`config.mk`:
```
export PLATFORM = sky130hd
export DESIGN_NAME = gdp_stream
export DESIGN_NICKNAME = d
export VERILOG_FILES = /design/src/rtl/gdp_stream.sv
export SDC_FILE = /design/constraint.sdc
export NUM_CORES = 2
export LEC_CHECK = 0
export BUFFER_PORTS_ARGS = -buffer_cell sky130_fd_sc_hd__buf_2
export CAP_MARGIN = 20
export CELL_PAD_IN_SITES_DETAIL_PLACEMENT = 0
export CELL_PAD_IN_SITES_GLOBAL_PLACEMENT = 1
export CORE_ASPECT_RATIO = 0.6
export CORE_MARGIN = 3
export CORE_UTILIZATION = 46
export DETAILED_ROUTE_END_ITERATION = 12
export PLACE_DENSITY = 0.85
export SYNTH_ARGS = -nofsm -noshare
export SYNTH_HDL_FRONTEND = slang
export SYNTH_SLANG_ARGS = --single-unit
export TNS_END_PERCENT = 20
```
`constraint.sdc`:
```
create_clock -name clk -period 8.81 [get_ports clk]
set_input_delay 0.881 -clock clk [delete_from_list [all_inputs] [get_ports clk]]
set_output_delay 0.881 -clock clk [all_outputs]
set_load 0.05 [all_outputs]
```
`src/rtl/gdp_stream.sv`:
```
// Streaming Gaussian discriminant: ln_p = k - sum(omega*(x-mean)^2) per class vector,
// with saturation tracking, first/last framing checks and a per-frame argmax.
module gdp_stream #(
   parameter int W    = 16,
   parameter int FRAC = 8,
   parameter int ACCW = 24,
   parameter int CLSW = 3
) (
   input  logic                   clk,
   input  logic                   reset,
   input  logic                   in_valid,
   input  logic                   in_first,
   input  logic                   in_last,
   input  logic                   in_frame_end,
   input  logic [CLSW-1:0]        in_class,
   input  logic signed [W-1:0]    x,
   input  logic signed [W-1:0]    mean,
   input  logic signed [W-1:0]    omega,
   input  logic signed [W-1:0]    k,
   output logic                   out_valid,
   output logic signed [W-1:0]    ln_p,
   output logic [CLSW-1:0]        out_class,
   output logic                   ln_sat,
   output logic                   best_valid,
   output logic [CLSW-1:0]        best_class,
   output logic signed [W-1:0]    best_ln_p,
   output logic                   err
);

   localparam int SQW  = 2*W + 2;
   localparam int WIDE = ACCW + W;
   localparam int AW1  = ACCW + 1;

   // {clamped, value}; wide enough inputs for every product and sum in the pipe
   function automatic logic [ACCW:0] sat_acc(input logic signed [WIDE-1:0] v);
      logic [ACCW:0] r;
      if (v[WIDE-1:ACCW-1] == {(WIDE-ACCW+1){v[WIDE-1]}})
         r = {1'b0, v[ACCW-1:0]};
      else if (v[WIDE-1])
         r = {1'b1, 1'b1, {(ACCW-1){1'b0}}};
      else
         r = {1'b1, 1'b0, {(ACCW-1){1'b1}}};
      return r;
   endfunction

   function automatic logic [W:0] sat_w(input logic signed [AW1-1:0] v);
      logic [W:0] r;
      if (v[AW1-1:W-1] == {(AW1-W+1){v[AW1-1]}})
         r = {1'b0, v[W-1:0]};
      else if (v[AW1-1])
         r = {1'b1, 1'b1, {(W-1){1'b0}}};
      else
         r = {1'b1, 1'b0, {(W-1){1'b1}}};
      return r;
   endfunction

   typedef enum logic {S_IDLE, S_ACCUM} state_t;

   state_t state_q, state_d;
   logic   accept, err_d, err_q;

   always_comb begin
      state_d = state_q;
      accept  = 1'b0;
      err_d   = 1'b0;
      if (in_valid) begin
         case (state_q)
            S_IDLE: begin
               if (in_first) begin
                  accept  = 1'b1;
                  state_d = in_last ? S_IDLE : S_ACCUM;
               end else begin
                  err_d = 1'b1;
               end
            end
            S_ACCUM: begin
               // a new first aborts the open vector; the restart flag resets the accumulator
               accept  = 1'b1;
               err_d   = in_first;
               state_d = in_last ? S_IDLE : S_ACCUM;
            end
            default: state_d = S_IDLE;
         endcase
      end
   end

   always_ff @(posedge clk or posedge reset) begin
      if (reset) begin
         state_q <= S_IDLE;
         err_q   <= 1'b0;
      end else begin
         state_q <= state_d;
         err_q   <= err_d;
      end
   end

   // ---- stage p1: difference, exact in W+1 bits
   logic                   vld_p1_q, first_p1_q, last_p1_q, fe_p1_q;
   logic [CLSW-1:0]        cls_p1_q;
   logic signed [W-1:0]    k_p1_q, omega_p1_q;
   logic signed [W:0]      diff_d, diff_p1_q;

   assign diff_d = $signed({x[W-1], x}) - $signed({mean[W-1], mean});

   always_ff @(posedge clk or posedge reset) begin
      if (reset) begin
         vld_p1_q   <= 1'b0;
         first_p1_q <= 1'b0;
         last_p1_q  <= 1'b0;
         fe_p1_q    <= 1'b0;
         cls_p1_q   <= '0;
         k_p1_q     <= '0;
         omega_p1_q <= '0;
         diff_p1_q  <= '0;
      end else begin
         vld_p1_q   <= accept;
         first_p1_q <= in_first;
         last_p1_q  <= in_last;
         fe_p1_q    <= in_frame_end;
         cls_p1_q   <= in_class;
         k_p1_q     <= k;
         omega_p1_q <= omega;
         diff_p1_q  <= diff_d;
      end
   end

   // ---- stage p2: square, rescale, clamp to accumulator width
   logic signed [SQW-1:0]  sq_full, sq_sh;
   logic [ACCW:0]          sq_res;
   logic                   vld_p2_q, first_p2_q, last_p2_q, fe_p2_q, sat_p2_q;
   logic [CLSW-1:0]        cls_p2_q;
   logic signed [W-1:0]    k_p2_q, omega_p2_q;
   logic signed [ACCW-1:0] sq_p2_q;

   assign sq_full = SQW'(diff_p1_q) * SQW'(diff_p1_q);
   assign sq_sh   = sq_full >>> FRAC;
   assign sq_res  = sat_acc(WIDE'(sq_sh));

   always_ff @(posedge clk or posedge reset) begin
      if (reset) begin
         vld_p2_q   <= 1'b0;
         first_p2_q <= 1'b0;
         last_p2_q  <= 1'b0;
         fe_p2_q    <= 1'b0;
         sat_p2_q   <= 1'b0;
         cls_p2_q   <= '0;
         k_p2_q     <= '0;
         omega_p2_q <= '0;
         sq_p2_q    <= '0;
      end else begin
         vld_p2_q   <= vld_p1_q;
         first_p2_q <= first_p1_q;
         last_p2_q  <= last_p1_q;
         fe_p2_q    <= fe_p1_q;
         sat_p2_q   <= sq_res[ACCW];
         cls_p2_q   <= cls_p1_q;
         k_p2_q     <= k_p1_q;
         omega_p2_q <= omega_p1_q;
         sq_p2_q    <= sq_res[ACCW-1:0];
      end
   end

   // ---- stage p3: weight by precision (may be negative), rescale, clamp
   logic signed [WIDE-1:0] sc_full, sc_sh;
   logic [ACCW:0]          sc_res;
   logic                   vld_p3_q, first_p3_q, last_p3_q, fe_p3_q, sat_p3_q;
   logic [CLSW-1:0]        cls_p3_q;
   logic signed [W-1:0]    k_p3_q;
   logic signed [ACCW-1:0] sc_p3_q;

   assign sc_full = WIDE'(sq_p2_q) * WIDE'(omega_p2_q);
   assign sc_sh   = sc_full >>> FRAC;
   assign sc_res  = sat_acc(sc_sh);

   always_ff @(posedge clk or posedge reset) begin
      if (reset) begin
         vld_p3_q   <= 1'b0;
         first_p3_q <= 1'b0;
         last_p3_q  <= 1'b0;
         fe_p3_q    <= 1'b0;
         sat_p3_q   <= 1'b0;
         cls_p3_q   <= '0;
         k_p3_q     <= '0;
         sc_p3_q    <= '0;
      end else begin
         vld_p3_q   <= vld_p2_q;
         first_p3_q <= first_p2_q;
         last_p3_q  <= last_p2_q;
         fe_p3_q    <= fe_p2_q;
         sat_p3_q   <= sat_p2_q | sc_res[ACCW];
         cls_p3_q   <= cls_p2_q;
         k_p3_q     <= k_p2_q;
         sc_p3_q    <= sc_res[ACCW-1:0];
      end
   end

   // ---- stage p4: accumulate; k and tag latched with the first element
   logic signed [AW1-1:0]  sum_d;
   logic [ACCW:0]          add_res;
   logic signed [ACCW-1:0] acc_q;
   logic signed [W-1:0]    kv_q;
   logic [CLSW-1:0]        clsv_q;
   logic                   satv_q, emit_p4_q, fe_p4_q;

   assign sum_d   = AW1'(acc_q) + AW1'(sc_p3_q);
   assign add_res = sat_acc(WIDE'(sum_d));

   always_ff @(posedge clk or posedge reset) begin
      if (reset) begin
         acc_q     <= '0;
         kv_q      <= '0;
         clsv_q    <= '0;
         satv_q    <= 1'b0;
         emit_p4_q <= 1'b0;
         fe_p4_q   <= 1'b0;
      end else begin
         emit_p4_q <= vld_p3_q & last_p3_q;
         fe_p4_q   <= vld_p3_q & last_p3_q & fe_p3_q;
         if (vld_p3_q) begin
            if (first_p3_q) begin
               acc_q  <= sc_p3_q;
               kv_q   <= k_p3_q;
               clsv_q <= cls_p3_q;
               satv_q <= sat_p3_q;
            end else begin
               acc_q  <= add_res[ACCW-1:0];
               satv_q <= satv_q | sat_p3_q | add_res[ACCW];
            end
         end
      end
   end

   // ---- stage p5: ln_p = k - acc, clamped to W
   logic signed [AW1-1:0]  ln_diff;
   logic [W:0]             ln_res;
   logic                   out_valid_q, ln_sat_q, fe_p5_q;
   logic signed [W-1:0]    ln_p_q;
   logic [CLSW-1:0]        out_class_q;

   assign ln_diff = AW1'(kv_q) - AW1'(acc_q);
   assign ln_res  = sat_w(ln_diff);

   always_ff @(posedge clk or posedge reset) begin
      if (reset) begin
         out_valid_q <= 1'b0;
         ln_sat_q    <= 1'b0;
         fe_p5_q     <= 1'b0;
         ln_p_q      <= '0;
         out_class_q <= '0;
      end else begin
         out_valid_q <= emit_p4_q;
         fe_p5_q     <= fe_p4_q;
         if (emit_p4_q) begin
            ln_p_q      <= ln_res[W-1:0];
            ln_sat_q    <= satv_q | ln_res[W];
            out_class_q <= clsv_q;
         end
      end
   end

   // ---- stage p6: running argmax; published copy only moves at frame end
   logic                   new_frame_q, take, best_valid_q;
   logic signed [W-1:0]    run_ln_q, cand_ln, best_ln_q;
   logic [CLSW-1:0]        run_cls_q, cand_cls, best_cls_q;

   assign take     = new_frame_q || (ln_p_q > run_ln_q);
   assign cand_ln  = take ? ln_p_q : run_ln_q;
   assign cand_cls = take ? out_class_q : run_cls_q;

   always_ff @(posedge clk or posedge reset) begin
      if (reset) begin
         new_frame_q  <= 1'b1;
         run_ln_q     <= '0;
         run_cls_q    <= '0;
         best_valid_q <= 1'b0;
         best_ln_q    <= '0;
         best_cls_q   <= '0;
      end else begin
         best_valid_q <= out_valid_q & fe_p5_q;
         if (out_valid_q) begin
            run_ln_q    <= cand_ln;
            run_cls_q   <= cand_cls;
            new_frame_q <= fe_p5_q;
            if (fe_p5_q) begin
               best_ln_q  <= cand_ln;
               best_cls_q <= cand_cls;
            end
         end
      end
   end

   assign out_valid  = out_valid_q;
   assign ln_p       = ln_p_q;
   assign out_class  = out_class_q;
   assign ln_sat     = ln_sat_q;
   assign best_valid = best_valid_q;
   assign best_class = best_cls_q;
   assign best_ln_p  = best_ln_q;
   assign err        = err_q;

endmodule

```
* Yosys cells after proc, flatten, opt, wreduce, memory -nomap -nowiden
Index checks and enable logic that the tools add are counted.
** Cells by class
- Reduce and logical (&&, ||, !) cells :: 3
- Multipliers :: 2
- Magnitude comparators :: 1
- Add/subtract/negate cells :: 3
- Equal/unequal tests :: 4
- Bitwise logic cells :: 8
- Multiplexer cells :: 21
** Operator list (number)
- $mux 24 :: 4
- $mux 25 :: 3
- $mul 24x16->40 :: 1
- $mul 17x17->34 :: 1
- $mux 16 :: 2
- $add 24x24->25 :: 1
- $sub 16x24->25 :: 1
- $mux 17 :: 1
- $sub 16x16->17 :: 1
- $gt 16x16->1 :: 1
- $eq 9x9->1 :: 1
- $eq 8x8->1 :: 1
- $mux 1 :: 7
- $pmux 1 s2 :: 3
- $or 1x1->1 :: 4
- $reduce_and 2->1 :: 2
- $and 1x1->1 :: 3
- $mux 3 :: 1
- $eq 2x2->1 :: 1
- $eq 1x1->1 :: 1
- $logic_or 1x1->1 :: 1
- $not 1->1 :: 1
** Storage, ports and cells
- Bits in registers :: 278
- Output and inout port bits :: 42

* Longest topological paths before layout
- Depth after elaboration :: 5
- Mapped depth :: 28
- Gate-level depth less buffers :: 25

* Worst setup path after synthesis
No wires, ideal clock.
- Path type :: reg2reg
- Start :: reg sq_p2_q[23]
- End :: reg sc_p3_q[2]
- Path slack :: 2049 ps
- Stages on the path, launching flop included :: 26
- Data arrival time :: 6631 ps
- Period minus slack after synthesis :: 6761 ps
- Data required time :: 8680 ps
- Path buffers :: 3
- Setup time :: 130 ps
- Cells stage by stage :: dfrtp_1 > clkbuf_1 > nand2_1 > inv_1 > fa_1 > inv_1 > fa_1 > inv_1 > fa_1 > fa_1 > fa_1 > inv_1 > fa_1 > inv_1 > ha_1 > buf_2 > a21o_1 > a21o_1 > a221oi_2 > nand3b_1 > o21ba_2 > mux2i_1 > or4b_4 > o31ai_4 > buf_6 > a21oi_2
** On the way
- Longest elaborated chain between the ends :: 3
- Elaborated cells on any way between the ends :: 4
** RTL lines
- from (decl) :: line 133 : logic signed [ACCW-1:0] sq_p2_q;
- from (signal assigned) :: line 159 : sq_p2_q <= sq_res[ACCW-1:0];
- $mul 24x16->40 (*) :: line 171 : assign sc_full = WIDE'(sq_p2_q) * WIDE'(omega_p2_q);
- $eq 8x8->1 or $mux 24 (tied branches) :: line 37, 39
- $mux 25 (*) :: line 37 : if (v[WIDE-1:ACCW-1] == {(WIDE-ACCW+1){v[WIDE-1]}})
- via sc_res[2] :: line 165 : logic [ACCW:0] sc_res;
- to (signal assigned) :: line 193 : sc_p3_q <= sc_res[ACCW-1:0];
- to (decl) :: line 169 : logic signed [ACCW-1:0] sc_p3_q;
The timed path passes the listed nets; every way through them passes the cells marked *.
A chain may end at the register's enable or synchronous reset.

* Worst setup path in the final report
- Start :: reg omega_p2_q[15]
- End :: reg sc_p3_q[7]
** On the way
- Longest elaborated chain between the ends :: 3
- Elaborated cells on any way between the ends :: 4
** RTL lines
- from (decl) :: line 132 : logic signed [W-1:0] k_p2_q, omega_p2_q;
- from (signal assigned) :: line 158 : omega_p2_q <= omega_p1_q;
- $mul 24x16->40 (*) :: line 171
- $eq 8x8->1 or $mux 24 (tied branches) :: line 37, 39
- $mux 25 (*) :: line 37
- via sc_res[7] :: line 165
Marks and branches as above.

==> impl_metrics.json <==
{
  "status": "complete, no violations",
  "cts.path.max_buffers": 3,
  "rsz0062_at_grt": "no",
  "vias": 25300,
  "syn2layout_area_growth_pct": 7.04,
  "gp_congestion": 0.898,
  "wire_per_inst_um": 17.2,
  "antennaDiodeCount": 0,
  "hold_class": "register to register",
  "synth_top_flop_cell": "dfrtp_1",
  "layout.nets": 4805,
  "crit_required_ns": 9.28,
  "syn_area_per_cell_um2": 9.64,
  "fin_setup_tns_ns": 0,
  "syn_nets": 4764,
  "drc": 0,
  "crit_fanout": 19,
  "synthTopCellsByArea": "fa_1 35%, dfrtp_1 19%, ha_1 8.9%",
  "worstHoldStart": "omega_p1_q[8]$_DFF_PP0_",
  "first_global_vias": 26600,
  "via_per_inst": 5.17,
  "synth_cells": 3784,
  "critPathLaunchType": "register",
  "crit_start": "omega_p2_q[15]$_DFF_PP0_",
  "yosys_register_bits": 278,
  "grt_overflow_total": 0,
  "tightest_slew_ns": 1.07,
  "die-width_um": 370,
  "skew_ns": 0.0260,
  "final-hold-violation-count": 0,
  "postRouteAntennaNets": 0,
  "routed_wl_mm": 84.2,
  "clk_pin_slew_ns": 0.07,
  "yosysTopAreaCellShare": 0.355,
  "fin_ws_ns": 0.596,
  "antenna_found_initial": 0,
  "io_pins": 115,
  "cts.sinks": 278,
  "ys_seq_area_frac": 0.191,
  "slew_headroom": 0.288,
  "worstPathArrival_ns": 8.68,
  "io_buffers": 114,
  "yosys_warnings": 0,
  "die_area_um2": 82900,
  "insertion_delay_ns": 0.62,
  "die_h_um": 224,
  "grt_first_pass_wirelength_mm": 141,
  "reg2reg_from": "omega_p2_q[15]$_DFF_PP0_",
  "fin_crit_ns": 8.21,
  "grt_max_degree": 163,
  "syn_area_um2": 36500,
  "synth.distinct_cells": 87,
  "period_share": 0.932,
  "fmax_ghz": 0.122,
  "path_class": "register to register",
  "num_rows": 79,
  "drive_above_1_share": 0.0743,
  "drv_cap": 0,
  "synth.largest_area_cell": "fa_1",
  "track_usage": 0.212,
  "ys_async_sr_fraction": 1.00,
  "cts-root-buf": "clkbuf_16",
  "core_um2": 78100,
  "cts_tree": "done",
  "synth_edf_count": 0,
  "setup_viol": 0,
  "cp-end-kind": "register",
  "drv_slew": 0,
  "cts_max_level": 1,
  "dpl.hpwl_mm": 68.3,
  "final_util": 0.500,
  "cts_made_buffers": 29,
  "postCtsSetupRepairBufs": 0,
  "ys_top_cells_by_count": "846 x inv_1, 647 x fa_1, 382 x nand2_1",
  "place_ws_ns": 0.564,
  "firstDrtPassIters": 6,
  "synth.most_common_cell": "inv_1",
  "initial_core_util": 0.467,
  "dr.first_iter.drc_count": 1730,
  "holdWs_ns": 0.346
}
## cell usage in the layout, fill, tap and decap left out, types with 8 or more instances in the layout
cell type,n
o21bai_1,9
inv_1,845
o21a_1,31
nand3_1,21
fa_1,647
a21o_1,48
and3_1,8
and2_1,216
a21oi_2,23
buf_4,18
mux2_2,45
xnor2_1,83
nand2b_1,29
nand3b_1,10
mux2i_1,25
buf_2,114
o21ai_0,104
nor3_1,16
clkbuf_16,29
a21oi_1,155
a22oi_1,18
a211oi_1,15
a21boi_0,9
nor2b_1,18
xor2_1,42
nand4_1,20
dfrtp_1,277
nand2_1,382
ha_1,260
a31oi_1,18
nor2_1,164
## routing by layer
layer  track usage  share of wire  up-vias
met5             0              0        -
met4        0.0282          0.012        0
met3        0.0445          0.074       67
met2         0.309           0.42      693
met1         0.331           0.49    12900
li1              -              -    11700
## final cells by class
class / instances / area, µm²
Clock buffer: 37 / 816
Clock inverter: 17 / 183
Fill cell: 7337 / 39000
Inverter: 849 / 3200
Multi-Input combinational cell: 2534 / 25900
Sequential cell: 278 / 6960
Tap cell: 1053 / 1320
Timing Repair Buffer: 133 / 726
## flip-flops by register name, summed over array words and instances, names as in the netlist, 3 cells and up
name and cells:
k_p1_q 16, sq_p2_q 24, sc_p3_q 24, acc_q 24, cls_p1_q 3, clsv_q 3
k_p3_q 16, ln_p 16, omega_p1_q 16, diff_p1_q 17, out_class 3, kv_q 16
omega_p2_q 16, run_ln_q 16, cls_p2_q 3, run_cls_q 3, cls_p3_q 3, best_class 3
k_p2_q 16, best_ln_p 16
## final timing paths
| check | cells after the start | slack, ns | endpoint |
|---|---|---|---|
| worst min-delay path | 0 | 0.35 | omega_p2_q[8]$_DFF_PP0_ |
| min in group asynchronous | 2 | 0.44 | diff_p1_q[10]$_DFF_PP0_ |
| worst min register to register | 0 | 0.35 | omega_p2_q[8]$_DFF_PP0_ |
| max in group asynchronous | 3 | 7.00 | run_ln_q[12]$_DFFE_PP0P_ |
| worst max-delay path | 21 | 0.60 | sc_p3_q[7]$_DFF_PP0_ |
| worst max register to register | 21 | 0.60 | sc_p3_q[7]$_DFF_PP0_ |
## kinds of logic (layout without fill, tap and decap cells)
family	Yosys count	after routing	synth area share
and+or+nand+nor	924	924	0.123
AOI/OAI and AO/OA	507	507	0.0909
DFF	278	278	0.191
buffers and inverters	972	1036	0.101
xor gates and xnor gates	125	125	0.0300
adders and majority gates	908	908	0.444
muxes	70	70	0.0207
## per-stage QoR
stage                     cell area, µm²  cells
after floorplan                    36500   3784
after global placement             38100   4847
after detailed placement           38100   4847
after CTS                          39100   4901
after global routing               39100   4901
final                              39100   4901
## worst max-delay path, cell delays in order, from the launching register on
cell and delay [ns]:
dfrtp_1 0.73, clkinvlp_4 0.62, nor2_1 0.27, fa_1 0.46, fa_1 0.52, fa_1 0.43, fa_1 0.47, fa_1 0.49
inv_1 0.05, fa_1 0.47, inv_1 0.04, ha_1 0.41, nand2_1 0.19, nor4_4 0.31, nand4_2 0.29, a2111oi_0 0.49
o211ai_1 0.20, a21oi_1 0.20, and2b_1 0.27, a41oi_2 0.70, buf_4 0.36, a21oi_2 0.05
## repair_timing
action | CTS | global route
hold endpoints to repair | 0 | 0
gates resized for setup | 0 | 1
setup endpoints to repair | 0 | 11
hold buffers | 0 | 0
Power is left out: the tool's default activity adds up to more than one toggle a clock period on the data nets, which glitch-free logic cannot reach.
